--- src/rtl/uart_echo_sched_if.sv ---
// Purpose: bundles the receiver, RAM and transmitter signals of the echo scheduler.
// Latency: none, wiring only.
// Backpressure: none in the bundle; the scheduler drops bytes when full and paces on tx_done.
// Ports: rx_dv/rx_byte (in), ram_din/ram_write_addr/ram_write_en/ram_read_addr (out),
//        ram_dout (in), tx_dv/tx_byte (out), tx_done (in), count/empty/full/overflow (out).
// master = scheduler side, slave = UART/RAM/environment side.
interface uart_echo_sched_if #(
  parameter int ADDR_W = 9
);
  logic              rx_dv;
  logic [7:0]        rx_byte;
  logic [7:0]        ram_din;
  logic [ADDR_W-1:0] ram_write_addr;
  logic              ram_write_en;
  logic [ADDR_W-1:0] ram_read_addr;
  logic [7:0]        ram_dout;
  logic              tx_dv;
  logic [7:0]        tx_byte;
  logic              tx_done;
  logic [ADDR_W:0]   count;
  logic              empty;
  logic              full;
  logic              overflow;

  modport master (
    input  rx_dv, rx_byte, ram_dout, tx_done,
    output ram_din, ram_write_addr, ram_write_en, ram_read_addr,
           tx_dv, tx_byte, count, empty, full, overflow
  );

  modport slave (
    output rx_dv, rx_byte, ram_dout, tx_done,
    input  ram_din, ram_write_addr, ram_write_en, ram_read_addr,
           tx_dv, tx_byte, count, empty, full, overflow
  );
endinterface

--- src/rtl/uart_echo_sched.sv ---
// Purpose: buffers received UART bytes in an external RAM and replays them to the transmitter in order.
// Latency: write is combinational; first tx_dv appears 3 edges after the buffer turns non-empty.
// Backpressure: bytes arriving while full are dropped (sticky overflow); sending waits for tx_done.
// Ports: ICE_CLK (clock), RST (sync active-high reset), bus (uart_echo_sched_if.master).
// Option: define UART_ECHO_CRLF_EN to follow every transmitted 0x0D with an inserted 0x0A.
module uart_echo_sched #(
  parameter int ADDR_W = 9
) (
  input  logic               ICE_CLK,
  input  logic               RST,
  uart_echo_sched_if.master  bus
);

  localparam logic [ADDR_W:0]   FULL_CNT = {1'b1, {ADDR_W{1'b0}}};
  localparam logic [ADDR_W:0]   CNT_ONE  = {{ADDR_W{1'b0}}, 1'b1};
  localparam logic [ADDR_W-1:0] PTR_ONE  = {{(ADDR_W-1){1'b0}}, 1'b1};

`ifdef UART_ECHO_CRLF_EN
  typedef enum logic [2:0] {S_IDLE, S_FETCH, S_SEND, S_WAIT, S_LF} state_t;
`else
  typedef enum logic [1:0] {S_IDLE, S_FETCH, S_SEND, S_WAIT} state_t;
`endif

  state_t            state, state_nxt;
  logic [ADDR_W-1:0] wr_ptr, rd_ptr;
  logic [ADDR_W:0]   cnt;
  logic              tx_dv_q;
  logic [7:0]        tx_byte_q;
  logic              ovf_q;
  logic              full_w, empty_w;
  logic              wr_fire, send_fire;
`ifdef UART_ECHO_CRLF_EN
  logic              crlf_pend;
  logic              lf_fire;
`endif

  assign full_w  = (cnt == FULL_CNT);
  assign empty_w = (cnt == '0);
  // Writes are suppressed during reset so the RAM never sees a stray byte.
  assign wr_fire = bus.rx_dv & ~full_w & ~RST;

  assign bus.ram_write_en   = wr_fire;
  assign bus.ram_din        = bus.rx_byte;
  assign bus.ram_write_addr = wr_ptr;
  assign bus.ram_read_addr  = rd_ptr;
  assign bus.tx_dv          = tx_dv_q;
  assign bus.tx_byte        = tx_byte_q;
  assign bus.count          = cnt;
  assign bus.empty          = empty_w;
  assign bus.full           = full_w;
  assign bus.overflow       = ovf_q;

  // State register
  always_ff @(posedge ICE_CLK) begin
    if (RST) state <= S_IDLE;
    else     state <= state_nxt;
  end

  // Next-state logic
  always_comb begin
    state_nxt = state;
    case (state)
      S_IDLE:  if (!empty_w) state_nxt = S_FETCH;
      // FETCH only covers the one-cycle RAM read latency.
      S_FETCH: state_nxt = S_SEND;
      S_SEND:  state_nxt = S_WAIT;
      S_WAIT: begin
        if (bus.tx_done) begin
`ifdef UART_ECHO_CRLF_EN
          state_nxt = crlf_pend ? S_LF : S_IDLE;
`else
          state_nxt = S_IDLE;
`endif
        end
      end
`ifdef UART_ECHO_CRLF_EN
      S_LF:    state_nxt = S_WAIT;
`endif
      default: state_nxt = S_IDLE;
    endcase
  end

  // Output decode: strobes that drive the datapath registers below
  always_comb begin
    send_fire = (state == S_SEND);
`ifdef UART_ECHO_CRLF_EN
    lf_fire   = (state == S_LF);
`endif
  end

  // Datapath: pointers, occupancy, transmit register, overflow flag
  always_ff @(posedge ICE_CLK) begin
    if (RST) begin
      wr_ptr    <= '0;
      rd_ptr    <= '0;
      cnt       <= '0;
      tx_dv_q   <= 1'b0;
      tx_byte_q <= 8'h00;
      ovf_q     <= 1'b0;
`ifdef UART_ECHO_CRLF_EN
      crlf_pend <= 1'b0;
`endif
    end else begin
      tx_dv_q <= 1'b0;
      if (wr_fire) wr_ptr <= wr_ptr + PTR_ONE;
      if (bus.rx_dv && full_w) ovf_q <= 1'b1;
      if (send_fire) begin
        rd_ptr    <= rd_ptr + PTR_ONE;
        tx_byte_q <= bus.ram_dout;
        tx_dv_q   <= 1'b1;
`ifdef UART_ECHO_CRLF_EN
        crlf_pend <= (bus.ram_dout == 8'h0D);
`endif
      end
`ifdef UART_ECHO_CRLF_EN
      // Inserted line feed: no pointer or occupancy movement.
      if (lf_fire) begin
        tx_byte_q <= 8'h0A;
        tx_dv_q   <= 1'b1;
        crlf_pend <= 1'b0;
      end
`endif
      // Simultaneous write and send leave the occupancy unchanged.
      case ({wr_fire, send_fire})
        2'b10:   cnt <= cnt + CNT_ONE;
        2'b01:   cnt <= cnt - CNT_ONE;
        default: cnt <= cnt;
      endcase
    end
  end

endmodule
--- src/flat_wrapper.sv ---
// flat-port wrapper written by rule: the top's interface ports become plain ports
module uart_echo_sched_flat 
#(
  parameter int ADDR_W = 9
)
  (ICE_CLK, RST, bus_rx_dv, bus_rx_byte, bus_ram_dout, bus_tx_done, bus_ram_din, bus_ram_write_addr, bus_ram_write_en, bus_ram_read_addr, bus_tx_dv, bus_tx_byte, bus_count, bus_empty, bus_full, bus_overflow);
  uart_echo_sched_if #(.ADDR_W(ADDR_W)) bus_i ();
  input  logic ICE_CLK;
  input  logic RST;
  input wire logic [$bits(bus_i.rx_dv)-1:0] bus_rx_dv;
  input wire logic [$bits(bus_i.rx_byte)-1:0] bus_rx_byte;
  input wire logic [$bits(bus_i.ram_dout)-1:0] bus_ram_dout;
  input wire logic [$bits(bus_i.tx_done)-1:0] bus_tx_done;
  output wire logic [$bits(bus_i.ram_din)-1:0] bus_ram_din;
  output wire logic [$bits(bus_i.ram_write_addr)-1:0] bus_ram_write_addr;
  output wire logic [$bits(bus_i.ram_write_en)-1:0] bus_ram_write_en;
  output wire logic [$bits(bus_i.ram_read_addr)-1:0] bus_ram_read_addr;
  output wire logic [$bits(bus_i.tx_dv)-1:0] bus_tx_dv;
  output wire logic [$bits(bus_i.tx_byte)-1:0] bus_tx_byte;
  output wire logic [$bits(bus_i.count)-1:0] bus_count;
  output wire logic [$bits(bus_i.empty)-1:0] bus_empty;
  output wire logic [$bits(bus_i.full)-1:0] bus_full;
  output wire logic [$bits(bus_i.overflow)-1:0] bus_overflow;
  assign bus_i.rx_dv = bus_rx_dv;
  assign bus_i.rx_byte = bus_rx_byte;
  assign bus_i.ram_dout = bus_ram_dout;
  assign bus_i.tx_done = bus_tx_done;
  assign bus_ram_din = bus_i.ram_din;
  assign bus_ram_write_addr = bus_i.ram_write_addr;
  assign bus_ram_write_en = bus_i.ram_write_en;
  assign bus_ram_read_addr = bus_i.ram_read_addr;
  assign bus_tx_dv = bus_i.tx_dv;
  assign bus_tx_byte = bus_i.tx_byte;
  assign bus_count = bus_i.count;
  assign bus_empty = bus_i.empty;
  assign bus_full = bus_i.full;
  assign bus_overflow = bus_i.overflow;
  uart_echo_sched #(.ADDR_W(ADDR_W)) u_core (.ICE_CLK(ICE_CLK), .RST(RST), .bus(bus_i));
endmodule
--- config.mk ---
export PLATFORM = sky130hd
export DESIGN_NAME = uart_echo_sched_flat
export DESIGN_NICKNAME = d
export VERILOG_FILES = /design/src/rtl/uart_echo_sched_if.sv /design/src/rtl/uart_echo_sched.sv /design/src/flat_wrapper.sv
export SDC_FILE = /design/constraint.sdc
export NUM_CORES = 1
export LEC_CHECK = 0
export ABC_CLOCK_PERIOD_IN_PS = 8200
export CORE_MARGIN = 5
export CORE_UTILIZATION = 45
export CTS_CLUSTER_DIAMETER = 40
export DETAILED_ROUTE_END_ITERATION = 6
export PLACE_DENSITY = 0.81
export SLEW_MARGIN = 15
export SYNTH_ARGS = -nofsm -noshare
export SYNTH_HDL_FRONTEND = slang
export SYNTH_SLANG_ARGS = --single-unit
--- constraint.sdc ---
create_clock -name ICE_CLK -period 8.2 [get_ports ICE_CLK]
set_input_delay 1.64 -clock ICE_CLK [delete_from_list [all_inputs] [get_ports ICE_CLK]]
set_output_delay 1.64 -clock ICE_CLK [all_outputs]
set_load 0.02 [all_outputs]
; After elaboration in Yosys (flattened, before gate mapping)
; Cells that the tools add are included.
[totals]
register_bits = 40
output_inout_bits = 49
word_cells = 33
inputBits = 20
[classes]
bitwise = 4
n_mux = 5
add_sub_neg = 4
n_reduce_logical = 5
n_eq_ne = 8
[ops]
columns = op, n
row1 = case mux 10 bit (2 select lines), 1
row2 = "adder 9 x 1 -> 9 bit, second input constant", 2
row3 = "adder 10 x 1 -> 10 bit, second input constant", 1
row4 = "equality test 10 bit, second input constant", 1
row5 = logical NOT 10 bit, 1
row6 = "subtractor 10 x 1 -> 10 bit, second input constant", 1
row7 = case mux 2 bit (4 select lines), 1
row8 = "equality test 2 bit, second input constant", 3
row9 = "equality test 2 x 1 -> 1 bit, second input constant", 2
row10 = two-way mux 2 bit, 2
row11 = "!= test 2 bit, second input constant", 2
row12 = bitwise AND 1 bit, 2
row13 = logical NOT 2 bit, 1
row14 = NOT 1 bit, 2
row15 = AND reduction 2 bit, 1
row16 = nonzero test 2 bit, 1
row17 = logical AND 1 bit, 1
row18 = two-way mux 1 bit, 1

; Depth between registers and ports, before layout
; Gate-level depths: netlist of run 1.
[logic_depth]
depth_word = 6
ltp_mapped = 10
mapped_depth_nobuf = 10

; Least setup slack after synthesis of run 1
; Ideal clock, no wire load.
[synth_timing]
path_type = input to register
from = input port RST
to = register u_core.cnt[6] (netlist: u_core.bus.count[6])
path_slack_ns = 4.244
path_buffers = 1
t_arrival_ns = 3.886
path_stages = 9
required_time_ns = 8.129
setup_ns = 0.071
cell_sequence = clkbuf_1 or2_2 ha_1 fa_1 a21oi_1 o211ai_1 or2_2 a211o_1 a21oi_1
[synth_via]
elab_chain_len = 4
word_cells_on_any_way = 6
cone_classes = eq/ne (2) / mux (1) / bitwise (2) / reduce/logical (1)
[synth_lines]
columns = element, line_no
row1 = from (decl), flat_wrapper.sv:9  ; input logic RST;
row2 = NOT 1 bit, uart_echo_sched.sv:40  ; assign wr_fire = bus.rx_dv & ~full_w & ~RST;
row3 = bitwise AND 1 bit, uart_echo_sched.sv:40
row4 = equality test 2 x 1 -> 1 bit or equality test 2 bit (tied branches), uart_echo_sched.sv:124  ; case ({wr_fire, send_fire})
row5 = case mux 10 bit (2 select lines) or nonzero test 2 bit (tied branches), n/a
row6 = to (signal assigned), uart_echo_sched.sv:125  ; 2'b10: cnt <= cnt + CNT_ONE;
row7 = to (signal assigned), uart_echo_sched.sv:126  ; 2'b01: cnt <= cnt - CNT_ONE;
row8 = to (signal assigned), uart_echo_sched.sv:127  ; default: cnt <= cnt;
row9 = to (decl), uart_echo_sched.sv:26  ; logic [ADDR_W:0] cnt;
; Several ways; a longest one is shown, not always the timed one.
; A chain may end at the register's enable or synchronous reset.

; Worst setup path in the final report of run 1
[layout_timing]
from = input port RST
to = output port bus_ram_write_en
[layout_via]
elab_chain_len = 2
[layout_lines]
columns = element, line_no
row1 = NOT 1 bit, uart_echo_sched.sv:40
row2 = bitwise AND 1 bit, uart_echo_sched.sv:40
row3 = to (decl), flat_wrapper.sv:16  ; output wire logic [$bits(bus_i.ram_write_en)-1:0] bus_ram_write_en;
; Every way passes these cells.

==> flow_summary.yaml, run 1 <==
outcome:
  status: "finished clean"
cts:
  clkLatencyLatePin_ns: 0.30
  cts_setup_buffers: 0
  clock_sinks: 40
  cts_buffers: 5
  htreeDepth: 2
  cts_tree: "yes"
  cts_hold_buffers: 0
  cts_resized: 0
  ctsLongestPathBuffers: 2
  root_buffer: "clkbuf_8"
  clk_pin_slew_worst_paths_ns: 0.07
timing:
  hold_slack_ns: 0.488
  final-max-slew-violation-count: 0
  clock_skew_ns: 0.00834
  setup_tns_ns: 0
  worst_pin_slew_ns: 0.823
  fmax_mhz: 200
  maxSlewHeadroom: 0.451
  period_needed_ns: 4.99
  rsz0062_at_grt: "false"
  hold_viol: 0
  post-route-period-util: 0.609
  setup_viol: 0
finish:
  drive_gt1_frac: 0.0514
  finalNetCount: 326
  area_delta_synth_final_pct: 27.8
  instances_no_fill: 346
  fin_area_um2: 2730
  antennaDiodeCount: 0
die:
  design.core.area_um2: 4660
  dieArea_um2: 6220
  die_h_um: 78.9
  die_w_um: 78.9
  initial_core_util: 0.458
  rows: 25
  ios: 69
power_and_ir_drop:
  powerDensity_nw_per_um2: 240
  leakage_nw: 1.01
  total_power_w: 0.000654
  irDropWorstVdd_v: 0.000129
routing:
  drt_iter0_drc: 66
  vias: 1847
  drc: 0
  ant_nets: 0
  finalWirelength_mm: 4.85
  wl_per_cell_um: 14.0
  first_pass_iters: 4
  vias_per_cell: 5.34
yosys:
  yosysUniqueCellTypes: 39
  ys_ff_latch: 40
  ys.flop_type: "dfxtp_1"
  async_flop_share: 0
  synth.avg_cell_area_um2: 8.61
  seq_area_frac_synth: 0.375
  syn_area_um2: 2140
  netlist_instances: 248
  synth_edf_count: 0
  synth_top_cell_area_share: 0.375
  synth_largest_area_cell: "dfxtp_1"
  yosys_warnings: 0
  synth_area_leaders: "dfxtp_1, ha_1, nor2_1"
  syn_nets: 283
worst_setup_path:
  max_stage_delay_ns: 0.61
  crit_fanout: 48
  rr_worst_depth: 10
  r2r_end: "u_core.bus.count[6]"
  cp-end-kind: "primary output"
  arrival_ns: 3.35
  cp_top_family: "buffers and inverters"
  path_common_cell: "clkdlybuf4s50_1"
  r2r-start: "u_core.bus.count[5]"
  path_buf_inv: 4
  cp.required_ns: 6.56
  start_kind: "input port"
  crit_type: "in2out"
  critical_path.cell_chain: "clkdlybuf4s50_1, buf_4, or2_2, inv_1, clkdlybuf4s50_1"
  rrSetupSlack_ns: 4.46
  cp_slowest_cell: "clkdlybuf4s50_1"
hold_path:
  min_to: "u_core.bus.overflow"
  holdCritStartpoint: "u_core.bus.overflow"
  hold_depth: 2
  hold_class: "reg2reg"
placement:
  placed_area_um2: 2640
  hpwl_mm: 3.43
  io_buffers: 52
  post-place-cells: 338
  gp_congestion: 0.824
global_routing:
  track_usage: 0.162
  gr-total-overflow: 0
  antenna_found_initial: 0
  grt_max_degree: 49
  grt_pass1_wl_mm: 8.14
  grt_pass1_vias: 1828
run:
  max-cap-violations: 0
[logic make-up after synthesis]
| logic type | after synthesis | synth area share |
|---|---|---|
| muxes | 13 | 0.0609 |
| DFF | 40 | 0.375 |
| adders and majority gates | 15 | 0.0914 |
| xor gates and xnor gates | 16 | 0.0656 |
| buffers and inverters | 26 | 0.0598 |
| AOI/OAI and AO/OA | 38 | 0.120 |
| and+or+nand+nor | 100 | 0.227 |
[flip-flops by register name, indices dropped and copies added (netlist names)]
| register | count |
|---|---|
| u_core.bus.overflow | 1 |
| u_core.state | 2 |
| u_core.bus.tx_byte | 8 |
| u_core.bus.tx_dv | 1 |
| u_core.bus.ram_read_addr | 9 |
| u_core.bus.count | 10 |
| u_core.bus.ram_write_addr | 9 |
[Yosys cell counts, types with 2 or more instances]
library cell / instances
nand3_1: 7
xnor2_1: 10
buf_1: 2
nor2b_1: 4
ha_1: 14
buf_4: 8
or2_2: 3
or3_1: 6
nor3_1: 8
clkbuf_1: 7
nand2_1: 15
inv_1: 9
a211oi_1: 4
a21oi_1: 14
or4_1: 2
o21ai_0: 7
nand4_1: 6
o21a_1: 2
dfxtp_1: 40
o211ai_1: 2
nor2_1: 38
xor2_1: 6
nor4_1: 5
mux2i_1: 13
nand3b_1: 2
[power breakdown]
part	switching (W)	total (W)	internal, W
Combinational	0.000148	0.000270	0.000122
Sequential	0.0000268	0.000247	0.000220
Clock	0.0000705	0.000138	0.0000672
[layout make-up]
class / count / area (um^2)
Clock inverter: 2 / 10.0
Tap cell: 54 / 67.6
Clock buffer: 6 / 82.6
Sequential cell: 40 / 801
Multi-Input combinational cell: 182 / 1210
Fill cell: 409 / 1930
Timing Repair Buffer: 53 / 528
Inverter: 9 / 33.8
[per-layer routing]
| metal | vias to the layer above | GRT usage | part of all wire |
|---|---|---|---|
| met5 | - | 0 | 0 |
| met4 | 0 | 0.0550 | 0.012 |
| met3 | 6 | 0.0533 | 0.048 |
| met2 | 34 | 0.269 | 0.48 |
| met1 | 863 | 0.197 | 0.46 |
| li1 | 944 | - | - |
[layout by cell type (no fill, tap or decap), types with 2 or more instances in the layout]
cell              n
clkinv_2          2
or2_2             3
o211ai_1          2
o21ai_0           7
dfxtp_1          40
or3_1             6
nor3_1            8
nor4_1            5
xor2_1            6
or4_1             2
nand2_1          15
xnor2_1          10
ha_1             14
nand3b_1          2
o21a_1            2
mux2i_1          13
clkbuf_8          6
nand3_1           7
nor2_1           38
a21oi_1          14
inv_1             9
nor2b_1           4
clkdlybuf4s50_1  52
nand4_1           6
a211oi_1          4
[per-stage QoR]
step                setup slack [ns]   util
finish                          3.21  0.586
global route                    3.16  0.586
CTS                             3.20  0.586
detailed placement              3.21  0.566
global placement                3.21  0.566
floorplan                       4.24      -
[worst min-delay path: stages (launching register included)]
cell and delay [ns]:
dfxtp_1 0.33, a21oi_1 0.04, nor2_1 0.08
[worst max path at each step]
stage | startpoint | end | slack, ns | cells past startpoint
finish | RST | bus_ram_write_en | 3.21 | 5
global route | RST | bus_ram_write_en | 3.16 | 5
CTS | RST | bus_ram_write_en | 3.20 | 5
detailed placement | RST | bus_ram_write_en | 3.21 | 5
global placement | RST | bus_ram_write_en | 3.21 | 5
floorplan | RST | u_core.bus.count[6] | 4.24 | 9
No activity file was read; power rests on OpenSTA's default activity.
==> run 2: changes to the inputs <==
- ABC_CLOCK_PERIOD_IN_PS: 8200 -> 5100
- clock period: 8.2 -> 5.1 ns (I/O delays scaled with it)
==> flow_summary.yaml, run 2 (synthesized netlist as in run 1, its figures left out) <==
outcome:
  status: "finished clean"
hold_path:
  hold_class: "reg2reg"
  min_to: "u_core.bus.overflow"
  hold_depth: 2
  holdCritStartpoint: "u_core.bus.overflow"
routing:
  finalWirelength_mm: 4.71
  ant_nets: 0
  vias: 1850
  wl_per_cell_um: 13.7
  vias_per_cell: 5.36
  drc: 0
  first_pass_iters: 4
  drt_iter0_drc: 133
global_routing:
  track_usage: 0.164
  globalRouteMet3Util: 0.0510
  antenna_found_initial: 0
  grt-busiest-layer: "met2"
  grt_max_degree: 48
  grt.met2_usage: 0.275
  grtUsageMet1: 0.204
  grt_pass1_wl_mm: 8.27
  grt_pass1_vias: 1790
  gr-total-overflow: 0
placement:
  hpwl_mm: 3.49
  detailedPlace.worstSlack_ns: 0.986
  io_buffers: 52
  post-place-cells: 338
  gp_congestion: 0.832
  placed_area_um2: 2640
worst_setup_path:
  crit_fanout: 13
  rr_worst_depth: 10
  arrival_ns: 4.06
  start_kind: "input port"
  cp.required_ns: 5.34
  rrSetupSlack_ns: 1.39
  cp-end-kind: "register"
  r2r_end: "u_core.bus.count[8]"
  r2r-start: "u_core.bus.count[5]"
  crit_type: "in2reg"
power_and_ir_drop:
  p_int_w: 0.000643
  p_sw_frac: 0.377
  pwr-share-comb: 0.418
  leakage_nw: 0.997
  irDropWorstVdd_v: 0.000195
  p_sw_w: 0.000388
  p_clk_frac: 0.198
  seqPwrFrac: 0.384
  powerDensity_nw_per_um2: 379
die:
  die_w_um: 78.9
  rows: 25
  ios: 69
  initial_core_util: 0.458
  design.core.area_um2: 4660
  die_h_um: 78.9
  dieArea_um2: 6220
finish:
  fin_area_um2: 2720
  finalNetCount: 326
  final_cell_mix: "clkdlybuf4s50_1, dfxtp_1, nor2_1"
  antennaDiodeCount: 0
  nFillCells: 430
  final_common_cell: "clkdlybuf4s50_1"
  instances_no_fill: 345
  area_delta_synth_final_pct: 27.3
  largest_reg_flops: 10
  drive_gt1_frac: 0.0481
cts:
  clkLatencyLatePin_ns: 0.29
  cts_buffers: 5
  ctsLongestPathBuffers: 2
  cts_hold_buffers: 0
  cts_setup_buffers: 0
  clock_sinks: 40
  root_buffer: "clkbuf_8"
  clk_pin_slew_worst_paths_ns: 0.08
  cts_tree: "yes"
  htreeDepth: 2
  cts_resized: 0
timing:
  setup_tns_ns: 0
  maxSlewHeadroom: 0.424
  fmax_mhz: 262
  clock_skew_ns: 0.0109
  hold_viol: 0
  rsz0062_at_grt: "false"
  setup_ws_ns: 1.28
  setup_viol: 0
  worst_pin_slew_ns: 0.864
  final-max-slew-violation-count: 0
  hold_slack_ns: 0.484
  post-route-period-util: 0.748
  period_needed_ns: 3.82
run:
  max-cap-violations: 0
-- run 2: power by group through the flow --
stage,Clock (W),Sequential (W),Combinational [W]
2_1_floorplan,0,0.000442,0.000241
3_3_place_gp,0,0.000402,0.000426
3_5_place_dp,0,0.000403,0.000433
4_1_cts,0.000210,0.000397,0.000436
5_1_grt,0.000223,0.000404,0.000473
6_report,0.000204,0.000396,0.000431
-- run 2: how the worst max path moves through the flow --
stage	from	end	slack, ns	cells past startpoint
after floorplan	u_core.bus.count[5]	u_core.bus.count[6]	1.69	10
after detailed placement	bus_rx_dv	u_core.bus.count[8]	0.99	10
after global placement	bus_rx_dv	u_core.bus.count[6]	1.08	10
final	bus_rx_dv	u_core.bus.count[8]	1.28	10
after global routing	bus_rx_dv	u_core.bus.count[8]	1.08	10
after CTS	bus_rx_dv	u_core.bus.count[8]	1.30	10
-- run 2: cell type report --
cell class | instances | area (um^2) | area share
Multi-Input combinational cell | 182 | 1210 | 0.444
Tap cell | 54 | 67.6 | 0.0249
Inverter | 9 | 33.8 | 0.0124
Sequential cell | 40 | 801 | 0.295
Clock buffer | 5 | 68.8 | 0.0253
Timing Repair Buffer | 53 | 528 | 0.194
Clock inverter | 2 | 12.5 | 0.00460
-- run 2: layer usage --
| layer | part of all wire | wire length [um] |
|---|---|---|
| met4 | 0.0057 | 27 |
| met3 | 0.045 | 214 |
| met1 | 0.46 | 2180 |
| met2 | 0.49 | 2290 |
| met5 | 0 | 0 |
-- run 2: critical path, cell delays in order --
cell and delay [ns]:
clkdlybuf4s50_1 0.55, o41ai_4 0.16, or2_2 0.32, ha_1 0.38
fa_1 0.48, a21oi_1 0.27, o21ai_0 0.17, or4_1 0.45
a21oi_1 0.14, nand3b_1 0.11
-- run 2: per-stage QoR --
stage,total power [W],util
4_1_cts,0.00104,0.583
5_1_grt,0.00110,0.583
2_1_floorplan,0.000683,-
6_report,0.00103,0.583
3_5_place_dp,0.000836,0.566
3_3_place_gp,0.000829,0.566
==> run 3: changes to the inputs <==
- ABC_CLOCK_PERIOD_IN_PS: 5100 -> 3800
- clock period: 5.1 -> 3.8 ns (I/O delays scaled with it)
==> flow_summary.yaml, run 3 (synthesized netlist as in run 1, its figures left out) <==
power_and_ir_drop:
  p_int_w: 0.000871
  powerDensity_nw_per_um2: 506
  leakage_nw: 1.02
  irDropWorstVdd_v: 0.000277
  seqPwrFrac: 0.383
  p_sw_frac: 0.374
  p_sw_w: 0.000521
  p_clk_frac: 0.194
  pwr-share-comb: 0.423
timing:
  maxSlewHeadroom: 0.666
  clock_skew_ns: 0.00884
  period_needed_ns: 3.34
  hold_viol: 0
  post-route-period-util: 0.878
  rsz0062_at_grt: "false"
  fmax_mhz: 300
  setup_viol: 0
  setup_tns_ns: 0
  final-max-slew-violation-count: 0
  worst_pin_slew_ns: 0.497
die:
  die_h_um: 78.9
  die_w_um: 78.9
  design.core.area_um2: 4660
  ios: 69
  dieArea_um2: 6220
  rows: 25
  initial_core_util: 0.458
cts:
  cts_resized: 0
  cts_setup_buffers: 0
  root_buffer: "clkbuf_8"
  clock_sinks: 40
  ctsLongestPathBuffers: 2
  clk_pin_slew_worst_paths_ns: 0.07
  clkLatencyLatePin_ns: 0.29
  cts_buffers: 5
  cts_hold_buffers: 0
  htreeDepth: 2
  cts_tree: "yes"
global_routing:
  grt_pass1_vias: 1814
  grt_max_degree: 48
  antenna_found_initial: 0
  grt_pass1_wl_mm: 7.97
  track_usage: 0.158
  gr-total-overflow: 0
finish:
  final_cell_mix: "clkdlybuf4s50_1, dfxtp_1, nor2_1"
  final_common_cell: "clkdlybuf4s50_1"
  instances_no_fill: 349
  area_delta_synth_final_pct: 28.7
  drive_gt1_frac: 0.0610
  antennaDiodeCount: 0
  largest_reg_flops: 10
  finalNetCount: 330
run:
  max-cap-violations: 0
routing:
  drc: 0
  met1_length_mm: 2.09
  wl_met3_um: 243
  wl_per_cell_um: 13.5
  wl_met2_mm: 2.32
  vias_per_cell: 5.36
  first_pass_iters: 4
  top_layer: "met4"
  drt_iter0_drc: 106
  finalWirelength_mm: 4.72
  ant_nets: 0
  vias: 1870
worst_setup_path:
  crit_fanout: 7
  cp.required_ns: 4.02
  cp_slowest_cell: "clkdlybuf4s50_1"
  cp-end-kind: "register"
  arrival_ns: 3.56
  path_buf_inv: 1
  cp_top_family: "compound AO/OA/AOI/OAI gates"
  start_kind: "input port"
  critical_path.cell_chain: "clkdlybuf4s50_1, o41ai_4, or2_2, ha_1, fa_1, a21oi_1, o211ai_1, or2_2, a211o_1, a21oi_1"
  max_stage_delay_ns: 0.56
  crit_type: "in2reg"
outcome:
  status: "finished clean"
hold_path:
  hold_class: "reg2reg"
placement:
  gp_congestion: 0.860
  hpwl_mm: 3.49
  post-place-cells: 342
  io_buffers: 52
[run 3: area by class of cell]
type | instances | area (um^2)
well taps | 54 | 67.6
repair buffers | 57 | 558
multi-input cells | 182 | 1210
inverters | 9 | 33.8
clock inverters | 2 | 12.5
fillers | 399 | 1910
clock buffers | 5 | 68.8
flip-flops and latches | 40 | 801
[run 3: path summary, 6_finish.rpt]
check / startpoint / end / slack (ns) / depth (start not counted)
worst max-delay path: bus_rx_dv / u_core.bus.count[6] / 0.46 / 10
worst min-delay path: u_core.bus.overflow / u_core.bus.overflow / 0.48 / 2
worst max register to register: u_core.bus.count[5] / u_core.bus.count[9] / 0.59 / 11
worst min register to register: u_core.bus.overflow / u_core.bus.overflow / 0.48 / 2
[run 3: per-layer routing]
| layer | vias up | global-route usage |
|---|---|---|
| met5 | - | 0 |
| met4 | 0 | 0.0653 |
| met2 | 46 | 0.267 |
| met3 | 5 | 0.0374 |
| li1 | 949 | - |
| met1 | 870 | 0.192 |
[run 3: metrics by stage]
step                power [W]  setup WS, ns  hold WS [ns]  cell area (um^2)   util
finish                0.00139         0.464         0.479              2750  0.590
global route          0.00148         0.279         0.524              2750  0.590
CTS                   0.00141         0.464         0.489              2750  0.590
detailed placement    0.00113         0.161         0.462              2670  0.572
global placement      0.00112         0.237         0.458              2670  0.572
floorplan            0.000917         0.394         0.492              2140      -
[run 3: worst reg2reg max path: cells and delay by family, from the launching register on]
family	cells	cell delay, ns
simple gates	4	0.94
compound gates	4	1.16
fa+ha+maj	2	0.52
buf+inv	1	0.21
flops	1	0.34
[run 3: power by group through the flow]
| stage | clock network, W | registers [W] | logic, W |
|---|---|---|---|
| finish | 0.000271 | 0.000532 | 0.000589 |
| global route | 0.000301 | 0.000542 | 0.000636 |
| CTS | 0.000282 | 0.000533 | 0.000596 |
| detailed placement | 0 | 0.000542 | 0.000591 |
| global placement | 0 | 0.000540 | 0.000584 |
| floorplan | 0 | 0.000593 | 0.000324 |
